File: src/rtl/regfile_mp_pkg.sv
// Shared types, default sizes and write-port priority helper for regfile_mp.
package regfile_mp_pkg;

   localparam int unsigned RF_XLEN_DEF = 32;
   localparam int unsigned RF_NREG_DEF = 32;

   typedef enum logic [0:0] {
      RF_IDLE  = 1'b0,
      RF_SCRUB = 1'b1
   } rf_state_e;

   typedef struct packed {
      logic vld;
      logic idx;
   } rf_pick_t;

   // Highest-numbered hitting write port wins a same-address collision.
   function automatic rf_pick_t rf_pick_port(input logic [1:0] hit);
      rf_pick_t p;
      p.vld = |hit;
      p.idx = hit[1];
      return p;
   endfunction

endpackage

File: src/rtl/regfile_mp_scrub.sv
// Scrub engine for regfile_mp: walks x1..x(NREG-1) writing zero after reset or on clear_i.
module regfile_mp_scrub
   import regfile_mp_pkg::*;
#(
   parameter  int unsigned NREG = RF_NREG_DEF,
   localparam int unsigned AW   = $clog2(NREG)
) (
   input  logic          clk_i,
   input  logic          rst_ni,
   input  logic          clear_i,
   output logic          busy_o,
   output logic          swe_o,
   output logic [AW-1:0] saddr_o
);

   rf_state_e     state_q, state_d;
   logic [AW-1:0] ptr_q, ptr_d;

   // NOTE: next-state defaults come first so no path leaves a value unassigned (no latch).
   always_comb begin
      state_d = state_q;
      ptr_d   = ptr_q;
      case (state_q)
         RF_IDLE: begin
            if (clear_i) begin
               state_d = RF_SCRUB;
               ptr_d   = AW'(1);
            end
         end
         RF_SCRUB: begin
            if (ptr_q == AW'(NREG - 1)) state_d = RF_IDLE;
            else                        ptr_d   = ptr_q + AW'(1);
         end
         default: state_d = RF_IDLE;
      endcase
   end

   // NOTE: state registers use non-blocking assignments so every flop samples pre-edge values.
   always_ff @(posedge clk_i or negedge rst_ni) begin
      if (!rst_ni) begin
         state_q <= RF_SCRUB;
         ptr_q   <= AW'(1);
      end else begin
         state_q <= state_d;
         ptr_q   <= ptr_d;
      end
   end

   assign busy_o  = (state_q == RF_SCRUB);
   assign swe_o   = busy_o;
   assign saddr_o = ptr_q;

endmodule

File: src/rtl/regfile_mp.sv
// Multi-port register file, x0 hardwired to zero, with scrub-on-reset/clear.
// Define REGFILE_MP_BYPASS_EN to forward same-cycle writes to matching read ports.
module regfile_mp
   import regfile_mp_pkg::*;
#(
   parameter  int unsigned XLEN = RF_XLEN_DEF,
   parameter  int unsigned NREG = RF_NREG_DEF,
   parameter  int unsigned NRD  = 2,
   parameter  int unsigned NWR  = 1,
   localparam int unsigned AW   = $clog2(NREG)
) (
   input  logic                clk_i,
   input  logic                rst_ni,
   input  logic [NRD*AW-1:0]   raddr_i,
   output logic [NRD*XLEN-1:0] rdata_o,
   input  logic [NWR*AW-1:0]   waddr_i,
   input  logic [NWR*XLEN-1:0] wdata_i,
   input  logic [NWR-1:0]      wen_i,
   input  logic                clear_i,
   output logic                busy_o
);

   logic            scrub_we;
   logic [AW-1:0]   scrub_addr;
   logic [XLEN-1:0] regs_q  [NREG];
   rf_pick_t        wr_pick [NREG];
   logic [AW-1:0]   rd_addr;
   logic [XLEN-1:0] rd_data;

   regfile_mp_scrub #(.NREG(NREG)) u_scrub (
      .clk_i   (clk_i),
      .rst_ni  (rst_ni),
      .clear_i (clear_i),
      .busy_o  (busy_o),
      .swe_o   (scrub_we),
      .saddr_o (scrub_addr)
   );

   function automatic logic [1:0] port_hits(input logic [NWR-1:0]    wen,
                                            input logic [NWR*AW-1:0] waddr,
                                            input logic [AW-1:0]     a);
      logic [1:0] h;
      h = '0;
      for (int j = 0; j < NWR; j++)
         h[j] = wen[j] && (waddr[j*AW +: AW] == a) && (a != '0);
      return h;
   endfunction

   always_comb begin
      for (int r = 0; r < NREG; r++)
         wr_pick[r] = rf_pick_port(port_hits(wen_i, waddr_i, AW'(r)));
   end

   // NOTE: the array has no reset; the scrub engine zeroes it after reset instead.
   always_ff @(posedge clk_i) begin
      for (int r = 1; r < NREG; r++) begin
         if (scrub_we) begin
            if (scrub_addr == AW'(r)) regs_q[r] <= '0;
         end else if (wr_pick[r].vld) begin
            regs_q[r] <= wdata_i[int'(wr_pick[r].idx)*XLEN +: XLEN];
         end
      end
   end

   always_comb begin
      rdata_o = '0;
      rd_addr = '0;
      rd_data = '0;
      for (int k = 0; k < NRD; k++) begin
         rd_addr = raddr_i[k*AW +: AW];
         rd_data = regs_q[rd_addr];
`ifdef REGFILE_MP_BYPASS_EN
         if (wr_pick[rd_addr].vld)
            rd_data = wdata_i[int'(wr_pick[rd_addr].idx)*XLEN +: XLEN];
`endif
         // x0 is never stored, and a scrub in progress hides partially cleared contents.
         if (busy_o || rd_addr == '0) rd_data = '0;
         rdata_o[k*XLEN +: XLEN] = rd_data;
      end
   end

endmodule

File: config.mk
export PLATFORM = sky130hd
export DESIGN_NAME = regfile_mp
export DESIGN_NICKNAME = d
export VERILOG_FILES = /design/src/rtl/regfile_mp_pkg.sv /design/src/rtl/regfile_mp_scrub.sv /design/src/rtl/regfile_mp.sv
export SDC_FILE = /design/constraint.sdc
export NUM_CORES = 2
export LEC_CHECK = 0
export BUFFER_PORTS_ARGS = -buffer_cell sky130_fd_sc_hd__buf_2
export CAP_MARGIN = 40
export CORE_ASPECT_RATIO = 1.5
export CORE_MARGIN = 2
export CORE_UTILIZATION = 55
export DETAILED_ROUTE_END_ITERATION = 8
export PLACE_DENSITY = 0.74
export SYNTH_ARGS = -nofsm -noshare
export SYNTH_HDL_FRONTEND = slang
export SYNTH_SLANG_ARGS = --single-unit
File: constraint.sdc
create_clock -name clk_i -period 3.5 [get_ports clk_i]
set_input_delay 0.525 -clock clk_i [delete_from_list [all_inputs] [get_ports clk_i]]
set_output_delay 0.525 -clock clk_i [all_outputs]
set_load 0.01 [all_outputs]
==> qor_table.md <==
| Item | Value |
|---|---|
| Count of standard-cell rows | 141 |
| Later-pin clock latency in the skew report | 0.71 ns |
| Arrival time of the worst setup path | 3.03 ns |
| Slew @ Worst Pin | 0.907 ns |
| Port buffer count | 115 |
| Number of enable flip-flop cells after synthesis | 992 |
| GR met3 Demand/Resource | 8.97% |
| Fmax | 0.281 GHz |
| Total nets after synthesis | 4660 |
| Cell area after synthesis | 54700 um^2 |
| Die width | 262 um |
| TritonCTS clock tree | done |
| Placeable Area | 98600 um^2 |
| Result of the run | complete, but fails checks |
| DP Wirelength | 115000 um |
| Worst vdd ir | 0.374 mV |
| Post-synth top area share | 54.4% |
| Warnings from Yosys | 0 |
| Top-Level Pins | 116 |
| Post-synthesis share of cell area spent on and, or, nand and nor gates | 16.6% |
| Non-filler cells in the finished layout | 5891 |
| Die footprint | 102000 um^2 |
| Mean routed wirelength per cell | 32.0 um |
| Power Dens Cells | 473 nW/um^2 |
| Min-Delay Endpoint | u_scrub.saddr_o[1] |
| Hold path startpoint | clear_i |
| Global-route wire length before repair | 267000 um |
| Data required time of the critical path | 2.97 ns |
| Vias in the first global route | 40261 |
| Initial Utilization | 55.5% |
| Post-detailed-routing wire length | 188000 um |
| Overflow left after global routing | 0 |
| Average cell area after synthesis | 11.9 um^2 |
| Largest family of logic cells by synthesized area | multiplexers |
| Worst hold-check path type | primary input to register |
| Startpoint class of the critical path | register |
| Number of hold violations in the final report | 0 |
| Post-synthesis cell count | 4603 |
| Number of stages on the worst hold path | 2 |
| RR Endpoint | regs_q[3][17] |
| Accumulated negative setup slack | -0.126 ns |
| Remaining DRCs | 0 |
| CP max-delay cell | sky130_fd_sc_hd__dfstp_4 |
| Worst setup slack after layout | -0.0570 ns |
| Violations in the final reports | setup timing |
| Startpoint of the worst-slack reg-to-reg timing path | u_scrub.busy_o |
| Worst-path cell chain | inv_2 -> buf_4 -> and3_2 -> buf_4 -> nand3_1 -> nand4_1 -> buf_2 |
| Final setup viols | 5 |
| Gate family responsible for the most delay along the worst path | simple AND/OR/NAND/NOR gates |
| Clock tree buffer depth | 3 |
| Worst setup skew after layout | 0.0145 ns |
| Worst path max stage delay | 0.54 ns |
| Unique cell type count in the Yosys netlist | 49 |
| Global-route met2 utilization | 59.0% |
| Average via count per standard cell | 6.82 |
| Adder-cell share of the synthesized area | 0.137% |
| CP bufs+invs | 4 |
| Max capacitance violation total | 0 |
| Category of the worst setup path capture point | output port |
| Most repeated library cell on the critical path | sky130_fd_sc_hd__buf_4 |
| Post-CTS clock slew at the launch and capture registers of the worst setup and hold paths | 0.06 ns |
| Via count | 40158 |
| Antenna violations before repair | 13 |
| Most used routing layer | met2 |
| Number of nets in the final layout | 4575 |
| Post-placement cell count | 5711 |
| Max-Slew Margin vs Limit | 39.5% |
| Number of pins exceeding their max-slew limit in the final report | 0 |
| Total Routing Usage GR | 36.6% |
| Number of DRC markers in iteration 0 | 5196 |
| Count of nets left with antenna violations after detail routing | 0 |
| Layout cells sized above 1 | 11.5% |
| Setup repair after global routing missed its margin | no |
| Global-route met1 utilization | 42.3% |
| Static leakage power | 24.3 nW |
| Depth of the worst register-to-register path | 6 |
| Area added between synthesis and finish | 11.1% |
| Placer congestion estimate | 0.937 |
| Xor and xnor area share after synthesis | 0.0480% |
| Fillcell total | 7464 |
| Share of the yosys chip area belonging to registers | 54.7% |
| TritonCTS Buffers | 91 |
| Most frequent cell after synthesis | sky130_fd_sc_hd__and2_1 |
| H-tree levels | 3 |
| Period minus WS final | 3.56 ns |
| Number of setup buffers added after CTS | 0 |
| Cell taking the most area after synthesis | sky130_fd_sc_hd__edfxtp_1 |
| Synth Register Bits | 998 |
| Critical Setup Path Class | register to output port |
| Die height | 390 um |
| Post-synthesis compound-gate area fraction | 6.98% |
| Ys flop type | sky130_fd_sc_hd__edfxtp_1 |
| Main area contributors after synthesis | sky130_fd_sc_hd__edfxtp_1 (54%), sky130_fd_sc_hd__mux2i_1 (18%), sky130_fd_sc_hd__and2_1 (11%), sky130_fd_sc_hd__a22oi_1 (3.5%), sky130_fd_sc_hd__clkbuf_1 (2.1%) |
| Mux share of post-synthesis cell area | 17.6% |
| Maximum number of pins on one net before global-route repair | 69 |
| Clk Tree Root Cell | sky130_fd_sc_hd__clkbuf_16 |
| Total power of the final layout | 28.8 mW |
| Crit Path Max Fanout | 9 |
| Share of flip-flops with an asynchronous set or reset | 0.601% |
| Top post-synthesis cells by count | sky130_fd_sc_hd__and2_1 (998), sky130_fd_sc_hd__edfxtp_1 (992), sky130_fd_sc_hd__mux2i_1 (960) |
| Reg-to-reg slack, setup | 0.67 ns |
| Clock net sink count | 998 |
| 1st-pass router iterations | 8 |
| Final worst-path cycle share | 102% |
[logic make-up (layout without fill, tap and decap cells)]
| group | after synthesis | count (layout) |
|---|---|---|
| flops | 998 | 998 |
| mux | 961 | 961 |
| simple gates | 1586 | 1586 |
| other cells | 0 | 11 |
| buf+inv | 473 | 463 |
| fa+ha+maj | 6 | 6 |
| compound gates | 576 | 576 |
| xor+xnor | 3 | 3 |
[report_power, final]
| part | switching [mW] | internal (mW) | total [mW] |
|---|---|---|---|
| clock | 4.52 | 5.53 | 10.1 |
| sequential | 0.282 | 13.9 | 14.2 |
| combinational | 3.22 | 1.33 | 4.55 |
| total | 8.02 | 20.7 | 28.8 |
[worst max-delay path by stage]
stage	startpoint	to	cells past startpoint
6_report	u_scrub.busy_o	rdata_o[45]	7
5_1_grt	u_scrub.busy_o	rdata_o[53]	7
4_1_cts	u_scrub.busy_o	rdata_o[53]	7
3_5_place_dp	raddr_i[6]	rdata_o[54]	8
3_3_place_gp	raddr_i[6]	rdata_o[54]	8
2_1_floorplan	u_scrub.busy_o	regs_q[16][0]	4
[per-layer routing]
| layer | part of all wire [%] | routed length [um] | vias to the layer above |
|---|---|---|---|
| li1 | - | - | 16737 |
| met1 | 34 | 63200 | 19731 |
| met2 | 47 | 89100 | 2827 |
| met3 | 11 | 21200 | 855 |
| met4 | 7.9 | 14800 | 8 |
| met5 | 0.025 | 47 | - |
[sequential cells by signal, indices dropped and copies added, names as in the netlist]
register / cells
u_scrub.busy_o: 1
regs_q: 992
u_scrub.saddr_o: 5
[metrics by stage]
step           setup slack (ns)  util, %  instance area, um^2  hold slack [ns]
6_report                -0.0570     61.6                60800           0.0909
5_1_grt                  0.0205     61.6                60800            0.108
3_5_place_dp              0.357     58.6                57800            0.356
2_1_floorplan             0.217        -                54700            0.229
4_1_cts                 0.00607     61.6                60700           0.0632
3_3_place_gp              0.395     58.5                57700            0.355
[layout by cell type (no fill, tap or decap), types with 6 or more instances in the layout]
master / count
sky130_fd_sc_hd__clkinv_2: 21
sky130_fd_sc_hd__clkbuf_1: 13
sky130_fd_sc_hd__ha_1: 6
sky130_fd_sc_hd__o21ai_1: 62
sky130_fd_sc_hd__a211oi_1: 64
sky130_fd_sc_hd__edfxtp_1: 992
sky130_fd_sc_hd__mux2i_1: 960
sky130_fd_sc_hd__diode_2: 11
sky130_fd_sc_hd__buf_4: 99
sky130_fd_sc_hd__nand4_1: 104
sky130_fd_sc_hd__clkbuf_16: 93
sky130_fd_sc_hd__nor2b_4: 12
sky130_fd_sc_hd__nand2_1: 182
sky130_fd_sc_hd__nor2_2: 20
sky130_fd_sc_hd__nand3_1: 156
sky130_fd_sc_hd__nor2_4: 18
sky130_fd_sc_hd__buf_12: 72
sky130_fd_sc_hd__a21oi_1: 91
sky130_fd_sc_hd__a22oi_1: 256
sky130_fd_sc_hd__bufinv_16: 9
sky130_fd_sc_hd__buf_2: 109
sky130_fd_sc_hd__o22ai_4: 29
sky130_fd_sc_hd__clkinv_1: 23
sky130_fd_sc_hd__and2_1: 994
sky130_fd_sc_hd__nor2_1: 66
sky130_fd_sc_hd__o22ai_1: 66
[area by class of cell]
| type | instances | area (um^2) | area share, % |
|---|---|---|---|
| Sequential cell | 998 | 29900 | 49.3 |
| Multi-Input combinational cell | 3132 | 23300 | 38.4 |
| Timing Repair Buffer | 291 | 2940 | 4.83 |
| Clock buffer | 106 | 2380 | 3.91 |
| Tap cell | 1287 | 1610 | 2.65 |
| Clock inverter | 62 | 553 | 0.910 |
| Antenna cell | 11 | 27.5 | 0.0453 |
| Inverter | 4 | 15.0 | 0.0247 |
[repair_timing]
item | CTS | global route
hold buffers | 1 | 0
gates resized for setup | 1 | 2
endpoints found under the setup margin | 8 | 2
hold endpoints to repair | 6 | 0
pin swaps | 0 | 1
Power figures use the tool's default switching activity.
